## config.mk

```make
export PLATFORM = sky130hd
export DESIGN_NAME = pipeline_controller
export DESIGN_NICKNAME = d
export VERILOG_FILES = /design/src/rtl/cpu_types_pkg.sv /design/src/rtl/load_use_detect.sv /design/src/rtl/pipeline_controller.sv
export SDC_FILE = /design/constraint.sdc
export NUM_CORES = 1
export LEC_CHECK = 0
export BUFFER_PORTS_ARGS = -buffer_cell sky130_fd_sc_hd__buf_2
export CAP_MARGIN = 20
export CORE_ASPECT_RATIO = 1.75
export CORE_UTILIZATION = 55
export DETAILED_ROUTE_END_ITERATION = 8
export PLACE_DENSITY_LB_ADDON = 0.08
export SLEW_MARGIN = 20
export SYNTH_ARGS = -nofsm -noshare
export SYNTH_HDL_FRONTEND = slang
export SYNTH_SLANG_ARGS = --single-unit
```

## constraint.sdc

```tcl
create_clock -name CLK -period 3.04 [get_ports CLK]
set_input_delay 0.304 -clock CLK [delete_from_list [all_inputs] [get_ports CLK]]
set_output_delay 0.304 -clock CLK [all_outputs]
set_load 0.01 [all_outputs]
```

## src/rtl/cpu_types_pkg.sv

```systemverilog
// Shared CPU type definitions: writeback source encoding and pipeline
// controller state.
package cpu_types_pkg;

  typedef enum logic [1:0] {
    REGSRC_ALU = 2'b00,
    REGSRC_NPC = 2'b01,
    REGSRC_LUI = 2'b10,
    REGSRC_MEM = 2'b11
  } regsrc_t;

  typedef enum logic [1:0] {
    RUN    = 2'b00,
    DWAIT  = 2'b01,
    HALTED = 2'b10
  } pctl_state_t;

endpackage

```

## src/rtl/load_use_detect.sv

```systemverilog
// Combinational load-use comparator: the EX instruction is a load whose
// destination is read by the decode instruction, so forwarding cannot help.
module load_use_detect
  import cpu_types_pkg::*;
(
  input  logic       regWr_ex,
  input  logic [1:0] regSrc_ex,
  input  logic [4:0] regDst_ex,
  input  logic [4:0] rs_de,
  input  logic [4:0] rt_de,
  input  logic       usesRt_de,
  input  logic       jr_de,
  output logic       lu
);
  logic w_ld_ex;
  logic w_rs_hit;
  logic w_rt_hit;
  logic w_jr_hit;

  assign w_ld_ex  = regWr_ex && (regSrc_ex == REGSRC_MEM) && (regDst_ex != 5'd0);
  assign w_rs_hit = (regDst_ex == rs_de);
  assign w_rt_hit = usesRt_de && (regDst_ex == rt_de);
  // JR reads its target through rs; named separately so the JR-after-load case stays visible
  assign w_jr_hit = jr_de && w_rs_hit;

  assign lu = w_ld_ex && (w_rs_hit || w_rt_hit || w_jr_hit);
endmodule

```

## src/rtl/pipeline_controller.sv

```systemverilog
// Stall/flush sequencer for the 5-stage pipeline: priority decode of latch
// enables/flushes, RUN/DWAIT/HALTED state, DWAIT watchdog and event counters.
module pipeline_controller
  import cpu_types_pkg::*;
#(
  parameter int TIMEOUT = 255,
  parameter int CNT_W   = 16
) (
  input  logic             CLK,
  input  logic             nRST,
  input  logic             ihit,
  input  logic             dhit,
  input  logic             dmemREN_me,
  input  logic             dmemWEN_me,
  input  logic [4:0]       rs_de,
  input  logic [4:0]       rt_de,
  input  logic             usesRt_de,
  input  logic             jr_de,
  input  logic             jump_de,
  input  logic             branch_taken_ex,
  input  logic             regWr_ex,
  input  logic [4:0]       regDst_ex,
  input  logic [1:0]       regSrc_ex,
  input  logic             halt_wb,
  output logic             pc_en,
  output logic             en_fd,
  output logic             en_de,
  output logic             en_em,
  output logic             en_mw,
  output logic             flush_fd,
  output logic             flush_de,
  output logic             halted,
  output logic             mem_err,
  output logic [CNT_W-1:0] stall_cnt,
  output logic [CNT_W-1:0] flush_cnt
);
  localparam int WD_W = $clog2(TIMEOUT + 1);

  pctl_state_t      r_state;
  logic [WD_W-1:0]  r_wd_cnt;
  logic             r_mem_err;
  logic [CNT_W-1:0] r_stall_cnt;
  logic [CNT_W-1:0] r_flush_cnt;

  logic w_lu;
  logic w_dwait;
  logic w_pc_en, w_en_fd, w_en_de, w_en_em, w_en_mw;
  logic w_flush_fd, w_flush_de;

  load_use_detect u_lu (
    .regWr_ex  (regWr_ex),
    .regSrc_ex (regSrc_ex),
    .regDst_ex (regDst_ex),
    .rs_de     (rs_de),
    .rt_de     (rt_de),
    .usesRt_de (usesRt_de),
    .jr_de     (jr_de),
    .lu        (w_lu)
  );

  // The dhit cycle ends the wait, so DWAIT itself only freezes while dhit is low
  assign w_dwait = !dhit && ((r_state == DWAIT) || dmemREN_me || dmemWEN_me);

  always_comb begin
    w_pc_en    = 1'b1;
    w_en_fd    = 1'b1;
    w_en_de    = 1'b1;
    w_en_em    = 1'b1;
    w_en_mw    = 1'b1;
    w_flush_fd = 1'b0;
    w_flush_de = 1'b0;
    if (r_state == HALTED) begin
      {w_pc_en, w_en_fd, w_en_de, w_en_em, w_en_mw} = 5'b00000;
    end else if (w_dwait) begin
      {w_pc_en, w_en_fd, w_en_de, w_en_em, w_en_mw} = 5'b00000;
    end else if (w_lu) begin
      w_pc_en    = 1'b0;
      w_en_fd    = 1'b0;
      w_flush_de = 1'b1;
    end else if (branch_taken_ex) begin
      w_flush_fd = 1'b1;
      w_flush_de = 1'b1;
    end else if (jump_de) begin
      w_flush_fd = 1'b1;
    end else if (!ihit) begin
      w_pc_en    = 1'b0;
      w_flush_fd = 1'b1;
    end
  end

  always_ff @(posedge CLK or negedge nRST) begin
    if (!nRST) begin
      r_state     <= RUN;
      r_wd_cnt    <= '0;
      r_mem_err   <= 1'b0;
      r_stall_cnt <= '0;
      r_flush_cnt <= '0;
    end else begin
      case (r_state)
        RUN: begin
          if (w_dwait)      r_state <= DWAIT;
          else if (halt_wb) r_state <= HALTED;
        end
        DWAIT: begin
          if (dhit) r_state <= halt_wb ? HALTED : RUN;
        end
        default: r_state <= HALTED;
      endcase

      if ((r_state == DWAIT) && !dhit) begin
        if (r_wd_cnt != WD_W'(TIMEOUT)) r_wd_cnt <= r_wd_cnt + WD_W'(1);
        if (r_wd_cnt >= WD_W'(TIMEOUT - 1)) r_mem_err <= 1'b1;
      end else begin
        r_wd_cnt <= '0;
      end

      if (!w_pc_en && (r_state != HALTED) && (r_stall_cnt != {CNT_W{1'b1}}))
        r_stall_cnt <= r_stall_cnt + CNT_W'(1);
      if ((w_flush_fd || w_flush_de) && (r_flush_cnt != {CNT_W{1'b1}}))
        r_flush_cnt <= r_flush_cnt + CNT_W'(1);
    end
  end

  assign pc_en     = w_pc_en;
  assign en_fd     = w_en_fd;
  assign en_de     = w_en_de;
  assign en_em     = w_en_em;
  assign en_mw     = w_en_mw;
  assign flush_fd  = w_flush_fd;
  assign flush_de  = w_flush_de;
  assign halted    = (r_state == HALTED);
  assign mem_err   = r_mem_err;
  assign stall_cnt = r_stall_cnt;
  assign flush_cnt = r_flush_cnt;
endmodule
```

==> impl_metrics.csv, run 1 <==
group,metric,value,unit
drt,drc_errors,0,
timing,hold_slack,0.142,ns
timing,fmax,0.439,GHz
placed_design,io_buffer_count,68,
setup_path,worst-setup-path-type,"in2out",
timing,finalHoldViolations,0,
setup_path,crit_top_cell,"buf_2",
drt,avgRoutedWirePerCell,14.5,um
clock_tree,path_clk_slew,0.09,ns
logic_synthesis,synth_area,2300,sq um
logic_synthesis,seq_area_frac_synth,46.7,%
setup_path,critPathBufInv,2,
drt,viasPerCell,5.75,
global_routing,grt_max_degree,44,
finish,n_antenna_cell,0,
finish,final_core_util,70.3,%
setup_path,crit_path_top_delay_cell,"or4_1",
setup_path,crit_arrival,1.98,ns
drt,first_pass_iters,5,
clock_tree,numCtsBuffers,5,
placed_design,dpl_worst_slack,0.757,ns
die,dieArea,4460,sq um
timing,layout_min_cycle_time,2.28,ns
finish,drive_above_1_share,28.7,%
pwr,p_per_area,426,nW/um^2
clock_tree,clock_path_buffers,2,
die,initial_core_util,58.4,%
pwr,power,1.18,mW
timing,relSlewSlack,37.9,%
timing,rsz0062_at_grt,"false",
logic_synthesis,ys_warn_count,0,
drt,ant_nets,0,
finish,layoutNonFillerInstCount,348,
clock_tree,clock_latency,0.30,ns
clock_tree,htree_levels,2,
logic_synthesis,synth_seq_cells,43,
finish,final_nets,332,
timing,finalSetupViolCount,0,
logic_synthesis,syn_avg_cell_area,10.1,sq um
timing,tightestPinTransition,0.932,ns
pwr,power.share.sequential,55.0,%
clock_tree,cts_tree,"done",
clock_tree,cts_sinks,43,
timing,finClkSkew,0.00737,ns
setup_path,cpPeakStageDelay,0.52,ns
clock_tree,cts-resized-gates,0,
hold_path,hp-class,"in2async",
pwr,peakVddDrop,380,uV
global_routing,grt_pass1_wl,8470,um
setup_path,critPathTopFamily,"simple AND/OR/NAND/NOR gates",
clock_tree,postCtsHoldBufs,0,
setup_path,worstPathRequired,2.74,ns
flow_run,maxCapViolCount,0,
pwr,leakagePower,1.38,nW
drt,drt_iter0_drc,72,
die,io_pins,70,
drt,num_vias,2001,
drt,drt-total-wl,5050,um
global_routing,overflow,0,
logic_synthesis,syn_inst,227,
global_routing,grtUsageTotal,25.4,%
finish,design_area,2770,sq um
pwr,p_switching,335,uW
setup_path,critical_path.max_fanout,3,
finish,area_delta_synth_final,20.4,%
clock_tree,ctsRootBufferMaster,"clkbuf_8",
pwr,combPwrFrac,14.1,%
die,dieHeight,87.6,um
pwr,swShare,28.4,%
pwr,pwr-share-clk,30.9,%
die,placementRows,30,
setup_path,cp_cell_sequence,"buf_2, or4_1, o2111ai_1, nor2_1, nor3_1, a21boi_0, buf_2",
global_routing,antenna_found_initial,0,
setup_path,startpoint_type,"input pin",
run_status,outcome,"completed",
logic_synthesis,yosysUniqueCellTypes,45,
die,coreArea,3940,sq um
placed_design,postPlaceCellArea,2680,sq um
die,die_x,50.9,um
setup_path,cp-end-kind,"output pin",
global_routing,grt_pass1_vias,1913,
clock_tree,post_cts_buffers,0,
timing,finalSetupTns,0,ns
placed_design,dp_hpwl,3770,um
timing,worst_slack,0.760,ns
logic_synthesis,syn-num-nets,260,
pwr,intPower,845,uW
placed_design,dp_cells,340,
placed_design,gp_congestion,0.756,
timing,slew_viol_final,0,
timing,period_share,75.0,%
## kinds of logic (layout without fill, tap and decap cells)
group	after synthesis	in the layout	synth area share, %
compound gates	20	20	6.41
xor+xnor	41	41	15.6
fa+ha+maj	4	4	2.17
buf+inv	7	80	1.85
flops	43	43	46.7
mux	2	2	0.978
simple gates	110	110	26.3
## layout by cell type, fill, tap and decap left out, types with 2 or more instances in the layout
master      netlist  final
xor2_1           24     24
nand3b_1          2      2
o21ai_0           2      2
buf_4             2      2
nand4_1          13     13
nor4_1            5      5
nand2b_1          2      2
clkbuf_8          0      5
nand3_1          18     18
ha_1              4      4
mux2_2            2      2
nor2_1           22     22
nor3b_1           4      4
buf_2             1     68
inv_1             2      2
nor2b_1           2      2
xnor2_1          17     17
a21oi_1           3      3
a31oi_1           3      3
nor3_1           15     15
dfrtp_1          43     43
clkinvlp_4        0      2
nand2_1          12     12
and3_1            6      6
## worst register-to-register path, cell delays in order, from the launching register on
cell	delay (ns)
dfrtp_1	0.44
ha_1	0.24
nand2_1	0.15
nor2_1	0.12
nand4_1	0.12
nor2b_1	0.40
nand2_1	0.17
mux2_2	0.29
## sequential cells by signal, indices dropped and copies added (netlist names)
signal and flops:
flush_cnt 16, r_state 2, stall_cnt 16, r_wd_cnt 8, mem_err 1
## power by group through the flow
stage,Combinational (mW),Clock [mW],Sequential (mW)
after floorplan,0.0717,0,0.668
after global placement,0.165,0,0.659
after detailed placement,0.169,0,0.659
after CTS,0.170,0.379,0.648
after global routing,0.186,0.399,0.655
final,0.166,0.365,0.648
## worst paths after layout
path	start	to	slack [ns]	cells after the start
max	regDst_ex[0]	flush_fd	0.76	7
min	nRST	stall_cnt[15]	0.14	1
max reg2reg	stall_cnt[0]	stall_cnt[1]	1.01	7
min reg2reg	stall_cnt[13]	stall_cnt[13]	0.50	1
max in group asynchronous	nRST	r_wd_cnt[5]	2.32	1
min in group CLK	dhit	r_state[0]	0.22	2
## synthesized netlist by cell type, drive strengths merged
master / count / area share, %
nor3b: 4 / 1.3
nand2b: 2 / 0.54
dfrtp: 43 / 47
o2111ai: 1 / 0.38
nand4b: 1 / 0.38
mux2: 2 / 0.98
nand3: 18 / 3.9
a31oi: 3 / 0.81
xor2: 24 / 9.1
nor4b: 2 / 1.0
o211ai: 1 / 0.33
nor3: 15 / 3.3
clkbuf: 1 / 0.16
o21a: 1 / 0.33
nor4: 7 / 2.8
o31ai: 1 / 0.33
o211a: 2 / 1.2
ha: 4 / 2.2
or4: 1 / 0.33
a21oi: 3 / 0.65
nand4: 13 / 3.5
o22a: 1 / 0.38
a21boi: 1 / 0.33
nor2: 22 / 3.6
o21ai: 3 / 0.65
o21bai: 1 / 0.33
nand2: 13 / 2.2
nor2b: 2 / 0.54
buf: 4 / 1.4
or2: 2 / 0.54
xnor2: 17 / 6.5
and3: 6 / 1.6
inv: 2 / 0.33
a21o: 1 / 0.33
nand3b: 2 / 0.65
a32oi: 1 / 0.38
## final cells by class
| cell class | instances | area, sq um |
|---|---|---|
| multi-input combinational | 177 | 1180 |
| fill | 337 | 1170 |
| sequential | 43 | 1080 |
| timing repair buffer | 70 | 355 |
| clock buffer | 5 | 68.8 |
| tap | 48 | 60.1 |
| clock inverter | 3 | 20.0 |
| inverter | 2 | 7.51 |
## layer usage
| metal | GRT usage, % | part of all wire [%] | vias to the layer above |
|---|---|---|---|
| met1 | 26.2 | 38 | 972 |
| met4 | 10.6 | 0.77 | 0 |
| met2 | 48.0 | 57 | 66 |
| met5 | 0 | 0 | - |
| met3 | 5.38 | 4.5 | 6 |
| li1 | - | - | 957 |
No activity file was read; power rests on OpenSTA's default activity.
==> inputs of run 2 (changes only) <==
CORE_UTILIZATION = 51   (was 55)
clock period = 2.1 ns   (was 3.04 ns; I/O delays follow)
==> impl_metrics.csv, run 2 (same netlist as run 1, synthesis figures left out) <==
group,metric,value,unit
pwr,leakagePower,1.45,nW
drt,num_vias,2034,
drt,drt_iter0_drc,29,
timing,tightestPinTransition,0.451,ns
drt,drt-total-wl,5330,um
drt,avgRoutedWirePerCell,14.8,um
timing,period_share,94.8,%
finish,drive_above_1_share,30.7,%
die,placementRows,32,
finish,final_cell_mix,"buf_2, dfrtp_1, xor2_1",
finish,area_delta_synth_final,25.3,%
global_routing,grtUsageTotal,24.3,%
setup_path,cp-startpoint,"r_state[1]",
setup_path,worstPathRequired,1.89,ns
clock_tree,clock_latency,0.30,ns
timing,relSlewSlack,69.9,%
timing,finalSetupViolCount,0,
timing,rsz0062_at_grt,"true",
setup_path,reg2reg_depth,7,
drt,first_pass_iters,4,
placed_design,io_buffer_count,68,
timing,finalSetupTns,0,ns
setup_path,cp-end-kind,"output pin",
placed_design,gp_congestion,0.822,
setup_path,reg2reg_slack,0.23,ns
die,io_pins,70,
clock_tree,clock_path_buffers,2,
clock_tree,path_clk_slew,0.09,ns
setup_path,crit_arrival,1.78,ns
finish,n_antenna_cell,0,
clock_tree,cts_tree,"done",
flow_run,maxCapViolCount,0,
pwr,peakVddDrop,606,uV
pwr,p_per_area,653,nW/um^2
die,dieHeight,90.9,um
timing,slew_viol_final,0,
clock_tree,ctsRootBufferMaster,"clkbuf_8",
global_routing,overflow,0,
clock_tree,cts_sinks,43,
global_routing,grt_pass1_vias,2043,
global_routing,grt_pass1_wl,8730,um
clock_tree,post_cts_buffers,0,
clock_tree,numCtsBuffers,5,
drt,ant_nets,0,
die,coreArea,4360,sq um
die,initial_core_util,52.8,%
setup_path,timing.rr.start,"flush_cnt[0]",
setup_path,critical_path.max_fanout,5,
timing,fmax,0.502,GHz
finish,nFillCells,400,
timing,finClkSkew,0.00743,ns
clock_tree,htree_levels,2,
setup_path,reg2reg_to,"flush_cnt[1]",
drt,viasPerCell,5.65,
global_routing,grt_max_degree,20,
hold_path,hp-class,"in2reg",
setup_path,startpoint_type,"flop",
timing,finalHoldViolations,0,
drt,drc_errors,0,
placed_design,dp_hpwl,4140,um
die,dieArea,4800,sq um
finish,final_common_cell,"buf_2",
setup_path,worst-setup-path-type,"reg2out",
run_status,outcome,"completed",
finish,final_nets,341,
global_routing,antenna_found_initial,0,
die,die_x,52.8,um
timing,layout_min_cycle_time,1.99,ns
setup_path,crit_end,"flush_de",
hold_path,hp-start,"dhit",
pwr,power,1.88,mW
## run 2: worst max-delay path, cell delays in order (launching register included)
cell and delay, ns:
dfrtp_1 0.42, nand2b_1 0.17, a21oi_1 0.32, nor2_1 0.15, buf_4 0.18, o21a_1 0.09
buf_2 0.13
## run 2: repair_timing
| item | CTS | global route |
|---|---|---|
| resized for setup | 0 | 1 |
| endpoints found under the setup margin | 0 | 1 |
| hold buffers | 1 | 0 |
| hold endpoints to repair | 17 | 0 |
## run 2: area by class of cell
class                      instances  area [sq um]  area share (%)
timing repair buffer              79           425            14.7
multi-input combinational        177          1190            41.3
clock buffer                       6          82.6            2.86
inverter                           2          7.51           0.260
clock inverter                     2          38.8            1.34
sequential                        43          1080            37.3
tap                               51          63.8            2.21
## run 2: how the worst min path moves through the flow
| stage | endpoint | slack, ns | depth (start not counted) |
|---|---|---|---|
| floorplan | flush_cnt[0] | -0.09 | 0 |
| global placement | r_state[1] | 0.18 | 1 |
| detailed placement | r_state[1] | 0.18 | 1 |
| CTS | r_state[0] | 0.11 | 2 |
| global route | r_state[0] | 0.11 | 2 |
| finish | r_state[0] | 0.12 | 2 |
## run 2: metal layers
| layer | routed length (um) | vias up | global-route usage, % |
|---|---|---|---|
| li1 | - | 969 | - |
| met1 | 1950 | 994 | 24.0 |
| met2 | 3010 | 58 | 45.5 |
| met3 | 237 | 13 | 4.71 |
| met4 | 138 | 0 | 10.3 |
| met5 | 0 | - | 0 |
## run 2: power by group
part           total, mW  switching (mW)  internal, mW
Sequential         0.938          0.0616         0.876
Combinational      0.253           0.133         0.120
Clock              0.694           0.303         0.391
## run 2: through the flow
step | setup WS (ns) | hold WS, ns | area (sq um) | std cells | utilization, %
2_1_floorplan | 0.0930 | -0.0856 | 2300 | 227 | -
3_3_place_gp | 0.0619 | 0.178 | 2750 | 351 | 63.0
5_1_grt | -0.0213 | 0.113 | 2890 | 360 | 66.1
3_5_place_dp | 0.0405 | 0.177 | 2750 | 351 | 63.0
4_1_cts | 0.0309 | 0.112 | 2880 | 360 | 66.0
6_report | 0.109 | 0.116 | 2890 | 360 | 66.1
